## src/rtl/vec_cache_4ton_rsp_xbar.sv

```systemverilog
// Response crossbar: four cache-side sources, each with a 2-deep FIFO, feeding N
// requester-side output registers with independent per-destination round-robin arbiters.
module vec_cache_4ton_rsp_xbar #(
   parameter  int N         = 8,
   parameter  int PLD_WIDTH = 32,
   localparam int DW        = $clog2(N)
) (
   input  logic                          clk,
   input  logic                          rst_n,
   input  logic [3:0]                    in_vld,
   input  logic [3:0][PLD_WIDTH-1:0]     in_pld,
   input  logic [3:0][DW-1:0]            in_dest,
   output logic [3:0]                    in_rdy,
   output logic [N-1:0]                  out_vld,
   output logic [N-1:0][PLD_WIDTH-1:0]   out_pld,
   input  logic [N-1:0]                  out_rdy,
   output logic                          err_dest
);

   typedef struct packed {
      logic [PLD_WIDTH-1:0] pld;
      logic [DW-1:0]        dest;
   } entry_t;

   entry_t                       mem_q [4][2];
   logic [3:0][1:0]              cnt_q;
   logic [3:0]                   wr_ptr_q;
   logic [3:0]                   rd_ptr_q;
   entry_t [3:0]                 head;
   logic [3:0]                   push;
   logic [3:0]                   pop;
   logic [3:0]                   bad_dest;

   logic [N-1:0][1:0]            rr_ptr_q;
   logic [N-1:0]                 out_vld_q;
   logic [N-1:0][PLD_WIDTH-1:0]  out_pld_q;
   logic                         err_q;

   logic [N-1:0]                 gnt_vld;
   logic [N-1:0]                 gnt;
   logic [N-1:0][1:0]            gnt_src;
   logic [1:0]                   scan_idx;

   for (genvar j = 0; j < 4; j++) begin : g_src
      assign head[j]   = mem_q[j][rd_ptr_q[j]];
      assign in_rdy[j] = (cnt_q[j] != 2'd2);
      assign push[j]   = in_vld[j] & in_rdy[j];

      // Out-of-range indices are only encodable when N is not a power of two.
      if ((1 << DW) == N) begin : g_pow2
         assign bad_dest[j] = 1'b0;
      end else begin : g_npow2
         localparam logic [DW:0] N_LIM = (DW+1)'(N);
         assign bad_dest[j] = (cnt_q[j] != 2'd0) && ({1'b0, head[j].dest} >= N_LIM);
      end
   end

   // A source's head names exactly one destination, so at most one arbiter can pop it.
   always_comb begin
      // NOTE: every comb output gets a default first so no path can infer a latch.
      gnt_vld  = '0;
      gnt      = '0;
      gnt_src  = '0;
      scan_idx = '0;
      pop      = bad_dest;
      for (int d = 0; d < N; d++) begin
         for (int k = 0; k < 4; k++) begin
            scan_idx = rr_ptr_q[d] + 2'(k);
            if (!gnt_vld[d] && (cnt_q[scan_idx] != 2'd0) && (head[scan_idx].dest == DW'(d))) begin
               gnt_vld[d] = 1'b1;
               gnt_src[d] = scan_idx;
            end
         end
         if (gnt_vld[d] && (!out_vld_q[d] || out_rdy[d])) begin
            gnt[d]          = 1'b1;
            pop[gnt_src[d]] = 1'b1;
         end
      end
   end

   always_ff @(posedge clk or negedge rst_n) begin
      if (!rst_n) begin
         cnt_q    <= '0;
         wr_ptr_q <= '0;
         rd_ptr_q <= '0;
      end else begin
         // NOTE: state registers use non-blocking assignment so every flop samples pre-edge values.
         for (int j = 0; j < 4; j++) begin
            if (push[j]) wr_ptr_q[j] <= ~wr_ptr_q[j];
            if (pop[j])  rd_ptr_q[j] <= ~rd_ptr_q[j];
            case ({push[j], pop[j]})
               2'b10:   cnt_q[j] <= cnt_q[j] + 2'd1;
               2'b01:   cnt_q[j] <= cnt_q[j] - 2'd1;
               default: cnt_q[j] <= cnt_q[j];
            endcase
         end
      end
   end

   // NOTE: FIFO storage has no reset; occupancy is tracked by the reset pointers and counts.
   always_ff @(posedge clk) begin
      for (int j = 0; j < 4; j++) begin
         if (push[j]) mem_q[j][wr_ptr_q[j]] <= {in_pld[j], in_dest[j]};
      end
   end

   always_ff @(posedge clk or negedge rst_n) begin
      if (!rst_n) begin
         out_vld_q <= '0;
         out_pld_q <= '0;
         rr_ptr_q  <= '0;
         err_q     <= 1'b0;
      end else begin
         for (int d = 0; d < N; d++) begin
            if (gnt[d]) begin
               out_vld_q[d] <= 1'b1;
               out_pld_q[d] <= head[gnt_src[d]].pld;
               rr_ptr_q[d]  <= gnt_src[d] + 2'd1;
            end else if (out_rdy[d]) begin
               out_vld_q[d] <= 1'b0;
            end
         end
         err_q <= err_q | (|bad_dest);
      end
   end

   assign out_vld  = out_vld_q;
   assign out_pld  = out_pld_q;
   assign err_dest = err_q;

endmodule

```

## config.mk

```make
export PLATFORM = sky130hd
export DESIGN_NAME = vec_cache_4ton_rsp_xbar
export DESIGN_NICKNAME = d
export VERILOG_FILES = /design/src/rtl/vec_cache_4ton_rsp_xbar.sv
export SDC_FILE = /design/constraint.sdc
export NUM_CORES = 1
export LEC_CHECK = 0
export ABC_AREA = 1
export CAP_MARGIN = 20
export CORE_MARGIN = 4
export CORE_UTILIZATION = 30
export CTS_CLUSTER_DIAMETER = 120
export DETAILED_ROUTE_END_ITERATION = 8
export GPL_TIMING_DRIVEN = 0
export PLACE_DENSITY = 0.46
export SYNTH_ARGS = -nofsm -noshare
export SYNTH_HDL_FRONTEND = slang
export SYNTH_SLANG_ARGS = --single-unit
```

## constraint.sdc

```tcl
create_clock -name clk -period 4 [get_ports clk]
set_clock_uncertainty 0.05 [all_clocks]
set_input_delay 0.6 -clock clk [delete_from_list [all_inputs] [get_ports clk]]
set_output_delay 0.6 -clock clk [all_outputs]
set_load 0.01 [all_outputs]
```

==> run metrics, run 1 <==
via count of the first global-routing pass 34500; kind of cell adding the most delay to the critical path simple AND/OR/NAND/NOR gates; # nets final 5679; register bit total from synthesis 576; run status completed; CP Cell Sequence inv_2 > buf_12 > nand2_1 > nand2_4 > nor2_1 > nor2_1 > nand3_1 > nand2_1 > nor2_1 > nand2_1 > inv_1 > nand2_1 > nand3_2 > buf_4 > ha_1 > nand3_1 > nand3_1 > nor2_4 > nand3_4 > ha_4 > a21oi_1 > o21ai_0 > xor2_1; critical path's most frequent cell nand2_1; hold violation total from the final report 0; Synth-to-Final Area Change 29.2%; number of max-cap violations 0; maximum fanout along the worst path 13; DRT antenna net count 0; height of the die 351 um; setup repair after global routing missed its margin true; maximum number of buffers from clock root to sink 3; number of distinct library cells after synthesis 39; headroom to the max-slew limit 20.4%; clock slew at reported path FFs 60 ps; hold crit path type in2async; area enclosed by the die boundary 123000 um^2; Finish-stage setup viols 0; post-placement cell count 6924; mean area per synthesized cell 7.26 um^2; WS Path Type reg2reg; via count of the routed design 37000; Synth Flop Type dfrtp_1; fraction of the cycle the final worst path needs 95.4%; post-DR wirelength/cell 25.0 um; maximum operating frequency 262 MHz; Worst EP required 4460 ps; share of the yosys chip area belonging to registers 44.7%; share of async-settable or async-resettable flops after synthesis 51.4%; number of antenna violations at the first check in global routing 4; wire length of the first global-routing pass 249000 um; Post-Route Setup TNS 0 ps; slowest cell on the critical path dfrtp_2; initial drt markers 4034; worst path buffer plus inverter count 4; number of DRC violations after detailed routing 0; source-to-sink clock delay at the later pin of the worst-skew pair 650 ps; initial core utilization 30.3%; net count after synthesis 5051; share of final-layout standard cells stronger than drive strength 1 13.9%; number of top-level pins 423; clock sink count 576; Final GP Congestion 0.959; endpoint type of the worst setup path flip-flop; Inserted Clock Buffers 73; combined area of all synthesized cells 35300 um^2; worst setup timing slack at the placement stage -833 ps; largest net degree at the start of global routing 110; all-layer global routing usage 27.8%; count of flip-flops with a built-in enable after synthesis 280; number of levels in the clock H-tree 3; data arrival time of the worst path 4270 ps; via density per instance 5.22; area of the core region 117000 um^2; Critical Path Max Stage Delay 440 ps; aggregate routed wire length 177000 um; warnings from Yosys 0; fill cell count 12100; number of port buffers 421; clock root buffer master clkbuf_16; startpoint class of the critical path flip-flop; final period demand of the worst path 3810 ps; worst-case setup margin in the final layout 185 ps; number of standard-cell rows in the floorplan 125; non-filler cells in the finished layout 7082; first-pass iteration count of the detailed router 7; actual slew at the worst max-slew pin 1190 ps; Post-Syn Instances 4866; CTS tree built; pins over their slew limit 0; DIE WIDTH 351 um; half-perimeter wire length after detailed placement 141000 um; worst hold-check slack 409 ps; global-route congestion overflow total 0
worst paths after layout:
kind / startpoint / to / slack (ps) / cells after the start
max in group asynchronous: rst_n / out_pld[51] / 2270 / 4
min in group clk: out_pld[59] / out_pld[59] / 430 / 2
hold reg to reg: out_pld[59] / out_pld[59] / 430 / 2
setup reg to reg: rd_ptr_q[0] / cnt_q[5] / 190 / 23
setup / recovery: rd_ptr_q[0] / cnt_q[5] / 190 / 23
hold / removal: rst_n / wr_ptr_q[2] / 410 / 2
cells by family after synthesis:
group / share of synthesized area, %
compound gates: 2.96
xor+xnor: 0.396
fa+ha+maj: 1.10
buf+inv: 7.52
flops: 44.7
mux: 0.934
other cells: 0.0106
simple gates: 42.3
flip-flops by register name, summed over array words and instances, names as in the netlist:
register / flops
out_pld: 256
mem_q: 280
rd_ptr_q: 4
out_vld: 8
cnt_q: 8
rr_ptr_q: 16
wr_ptr_q: 4
stage by stage:
stage | util (%) | instance area, um^2
global route | 39.2 | 45700
global placement | 35.6 | 41500
CTS | 38.8 | 45200
floorplan | - | 35300
detailed placement | 36.5 | 42600
finish | 39.2 | 45700
synthesized netlist by cell type, types with 28 or more instances:
library cell	count	area, um^2
dfrtp_1	296	7410
edfxtp_1	280	8410
nand3_1	1063	5320
buf_6	28	315
ha_1	31	388
clkbuf_1	73	274
inv_1	198	743
mux2i_1	33	330
o21ai_0	127	636
nand2_2	32	200
nor2_1	129	484
o21ai_1	41	205
nand3b_1	35	263
or2_2	97	607
buf_4	44	330
nand2_1	2052	7700
buf_2	169	846
area by class of cell:
class                           instances  area, um^2  share of cell area [%]
Clock buffer                          102        2070                    4.52
Buffer                                314        1840                    4.03
Multi-Input combinational cell       3740       17500                    38.2
Clock inverter                         33         274                   0.600
Tap cell                             1524        1910                    4.17
Antenna cell                            4        10.0                  0.0219
Sequential cell                       576       15800                    34.6
Inverter                              229         862                    1.89
Timing Repair Buffer                  560        5440                    11.9
cells in the final DEF (no fill, tap or decap), types with 18 or more instances in the layout:
cell type           n
nand2_1          2021
nand3_1          1044
clkdlybuf4s50_1   420
dfrtp_1           293
edfxtp_1          280
inv_1             196
buf_2             183
buf_4             118
nor2_1            107
or2_2              97
o21ai_0            87
clkbuf_1           84
o21ai_1            78
clkbuf_16          74
nand2_2            45
buf_6              44
nand3b_1           35
ha_1               29
inv_2              28
mux2i_1            24
nand3_2            23
nor2_4             22
nand2_4            21
nand4_1            18
timing repair:
action                     4_1_cts  5_1_grt
setup endpoints to repair       10        6
setup buffers                    0       18
hold buffers                     1        0
cloned                           1        2
hold endpoints to repair        35        0
pin swaps                        3       19
gates resized for setup         72       87
layer usage:
| metal | vias to the layer above | track usage [%] | part of all wire, % |
|---|---|---|---|
| li1 | 17200 | - | - |
| met1 | 17900 | 40.5 | 45 |
| met2 | 1741 | 42.4 | 43 |
| met3 | 240 | 4.34 | 8.6 |
| met4 | 0 | 8.18 | 3.1 |
| met5 | - | 0 | 0 |
Power of run 1 is not shown: default switching activity piles up to over one toggle a cycle in this logic, so the estimate is an artifact.
==> run 2: changes to the inputs <==
--- a/config.mk
+++ b/config.mk
@@ -12,7 +12,6 @@
 export CTS_CLUSTER_DIAMETER = 120
 export DETAILED_ROUTE_END_ITERATION = 8
 export GPL_TIMING_DRIVEN = 0
-export PLACE_DENSITY = 0.46
 export SYNTH_ARGS = -nofsm -noshare
 export SYNTH_HDL_FRONTEND = slang
 export SYNTH_SLANG_ARGS = --single-unit
==> run 2 against run 1 <==
  * Global-route usage is 0.47 points lower
  * Die area stayed put
  * Register-to-register slack hardly changed
  * Clock-buffer cell count is 7 lower
==> run metrics, run 2 (synthesis results as in run 1) <==
run status completed; largest net degree at the start of global routing 90; wire length of the first global-routing pass 245000 um; aggregate routed wire length 174000 um; Critical Path Max Stage Delay 450 ps; fraction of the cycle the final worst path needs 95.2%; half-perimeter wire length after detailed placement 138000 um; share of final-layout standard cells stronger than drive strength 1 13.7%; non-filler cells in the finished layout 7062; height of the die 351 um; post-DR wirelength/cell 24.6 um; number of flip-flops under the largest register name 280; maximum fanout along the worst path 11; startpoint class of the critical path flip-flop; initial drt markers 4158; pins over their slew limit 0; CTS tree built; kind of cell adding the most delay to the critical path simple AND/OR/NAND/NOR gates; number of antenna violations at the first check in global routing 8; Worst R2R Setup Slack 190 ps; source-to-sink clock delay at the later pin of the worst-skew pair 670 ps; via count of the first global-routing pass 34800; leading cell type in the layout, fill and taps excluded nand2_1; utilization after layout 39.1%; number of max-cap violations 0; clock slew at reported path FFs 60 ps; cell area reported after detailed placement 42600 um^2; via density per instance 5.24; worst path buffer plus inverter count 5; post-placement cell count 6920; worst hold-check slack 427 ps; # nets final 5667; global-route congestion overflow total 0; Worst EP required 4450 ps; WS Path Type reg2reg; clock root buffer master clkbuf_16; data arrival time of the worst path 4260 ps; hold violation total from the final report 0; worst r2r path cells 24; critical path's most frequent cell nand3_1; number of DRC violations after detailed routing 0; number of port buffers 421; DIE WIDTH 351 um; Finish-stage setup viols 0; headroom to the max-slew limit 18.5%; first-pass iteration count of the detailed router 6; startpoint of the lowest-slack register-to-register path rd_ptr_q[3]; Synth-to-Final Area Change 28.9%; endpoint type of the worst setup path flip-flop; Min-Delay Startpoint out_pld[59]; slowest cell on the critical path dfrtp_2; number of top-level pins 423; area of the core region 117000 um^2; WHS Endpoint out_pld[59]; number of standard-cell rows in the floorplan 125; DRT antenna net count 0; CP Cell Sequence inv_2 > buf_6 > nand2_2 > nand2_8 > nand2_1 > o21ai_1 > nand3_1 > nand2_1 > nor2_2 > nand3_1 > nand3_1 > nand2_2 > buf_6 > buf_6 > inv_1 > ha_1 > nand3_1 > nand3_2 > nor2_4 > nand3_4 > ha_4 > a21oi_1 > o21ai_0 > xor2_1; maximum operating frequency 262 MHz; Inserted Clock Buffers 69; all-layer global routing usage 27.3%; hold crit path type reg2reg; area enclosed by the die boundary 123000 um^2; terminus of the critical flop-to-flop path cnt_q[7]; most frequent cells in the layout nand2_1, nand3_1, clkdlybuf4s50_1; initial core utilization 30.3%; number of levels in the clock H-tree 3; maximum number of buffers from clock root to sink 3; number of cells on the worst hold path 2; area of all placed cells without fillers 45600 um^2; final period demand of the worst path 3810 ps; actual slew at the worst max-slew pin 1210 ps; Final GP Congestion 0.978; clock sink count 576; via count of the routed design 37000
==> run 2: changes by cell type in the layout (fill, tap and decap cells not counted), sizes merged <==
cell	delta
inv	-1
clkinv	-7
clkinvlp	+4
nand2	-2
bufinv	+2
clkbuf	-10
buf	-3
diode	-3
==> run 2: stage by stage <==
stage          setup TNS [ps]  setup slack, ps
4_1_cts                 -24.7            -24.7
6_report                    0              190
2_1_floorplan               0              802
3_5_place_dp            -3750             -703
5_1_grt                 -14.4            -14.4
3_3_place_gp         -3846060           -12220
==> run 2: layer usage <==
metal  part of all wire [%]  global-route usage (%)  routed length (um)
met4                    4.0                    10.0                6990
met5                  0.028                       0                  49
met3                     10                    6.43               17600
met2                     43                    42.0               75500
met1                     42                    37.4               73800
==> run 2: final cells by class <==
| cell class | instances | area (um^2) |
|---|---|---|
| Tap cell | 1524 | 1910 |
| Sequential cell | 576 | 15800 |
| Inverter | 229 | 860 |
| Multi-Input combinational cell | 3738 | 17500 |
| Clock inverter | 31 | 324 |
| Fill cell | 12000 | 70900 |
| Buffer | 317 | 1860 |
| Timing Repair Buffer | 551 | 5360 |
| Clock buffer | 95 | 1980 |
| Antenna cell | 1 | 2.50 |
==> run 2: worst reg2reg max path: stages, from the launching register on <==
cell and delay, ps:
dfrtp_2 450, inv_2 80, buf_6 190, nand2_2 160, nand2_8 150, nand2_1 70, o21ai_1 100, nand3_1 100
nand2_1 130, nor2_2 70, nand3_1 70, nand3_1 160, nand2_2 140, buf_6 160, buf_6 160, inv_1 70
ha_1 190, nand3_1 110, nand3_2 140, nor2_4 200, nand3_4 120, ha_4 240, a21oi_1 100, o21ai_0 120
xor2_1 160
==> run 2: how the worst max path moves through the flow <==
stage	start	to	slack (ps)	cells past startpoint
6_report	rd_ptr_q[3]	cnt_q[7]	190	24
2_1_floorplan	rd_ptr_q[2]	cnt_q[7]	800	23
5_1_grt	rd_ptr_q[3]	cnt_q[7]	-10	24
4_1_cts	rd_ptr_q[2]	cnt_q[7]	-20	25
3_5_place_dp	rd_ptr_q[0]	cnt_q[7]	-700	24
3_3_place_gp	rst_n	out_pld[107]	-12220	1
==> run 2: repair_timing <==
item,CTS,global route
hold endpoints to repair,63,0
hold buffers,1,0
gates resized for setup,65,96
pin swaps,2,18
setup buffers,2,11
endpoints found under the setup margin,10,8
cloned,0,1
Power of run 2 is left out for the same reason.
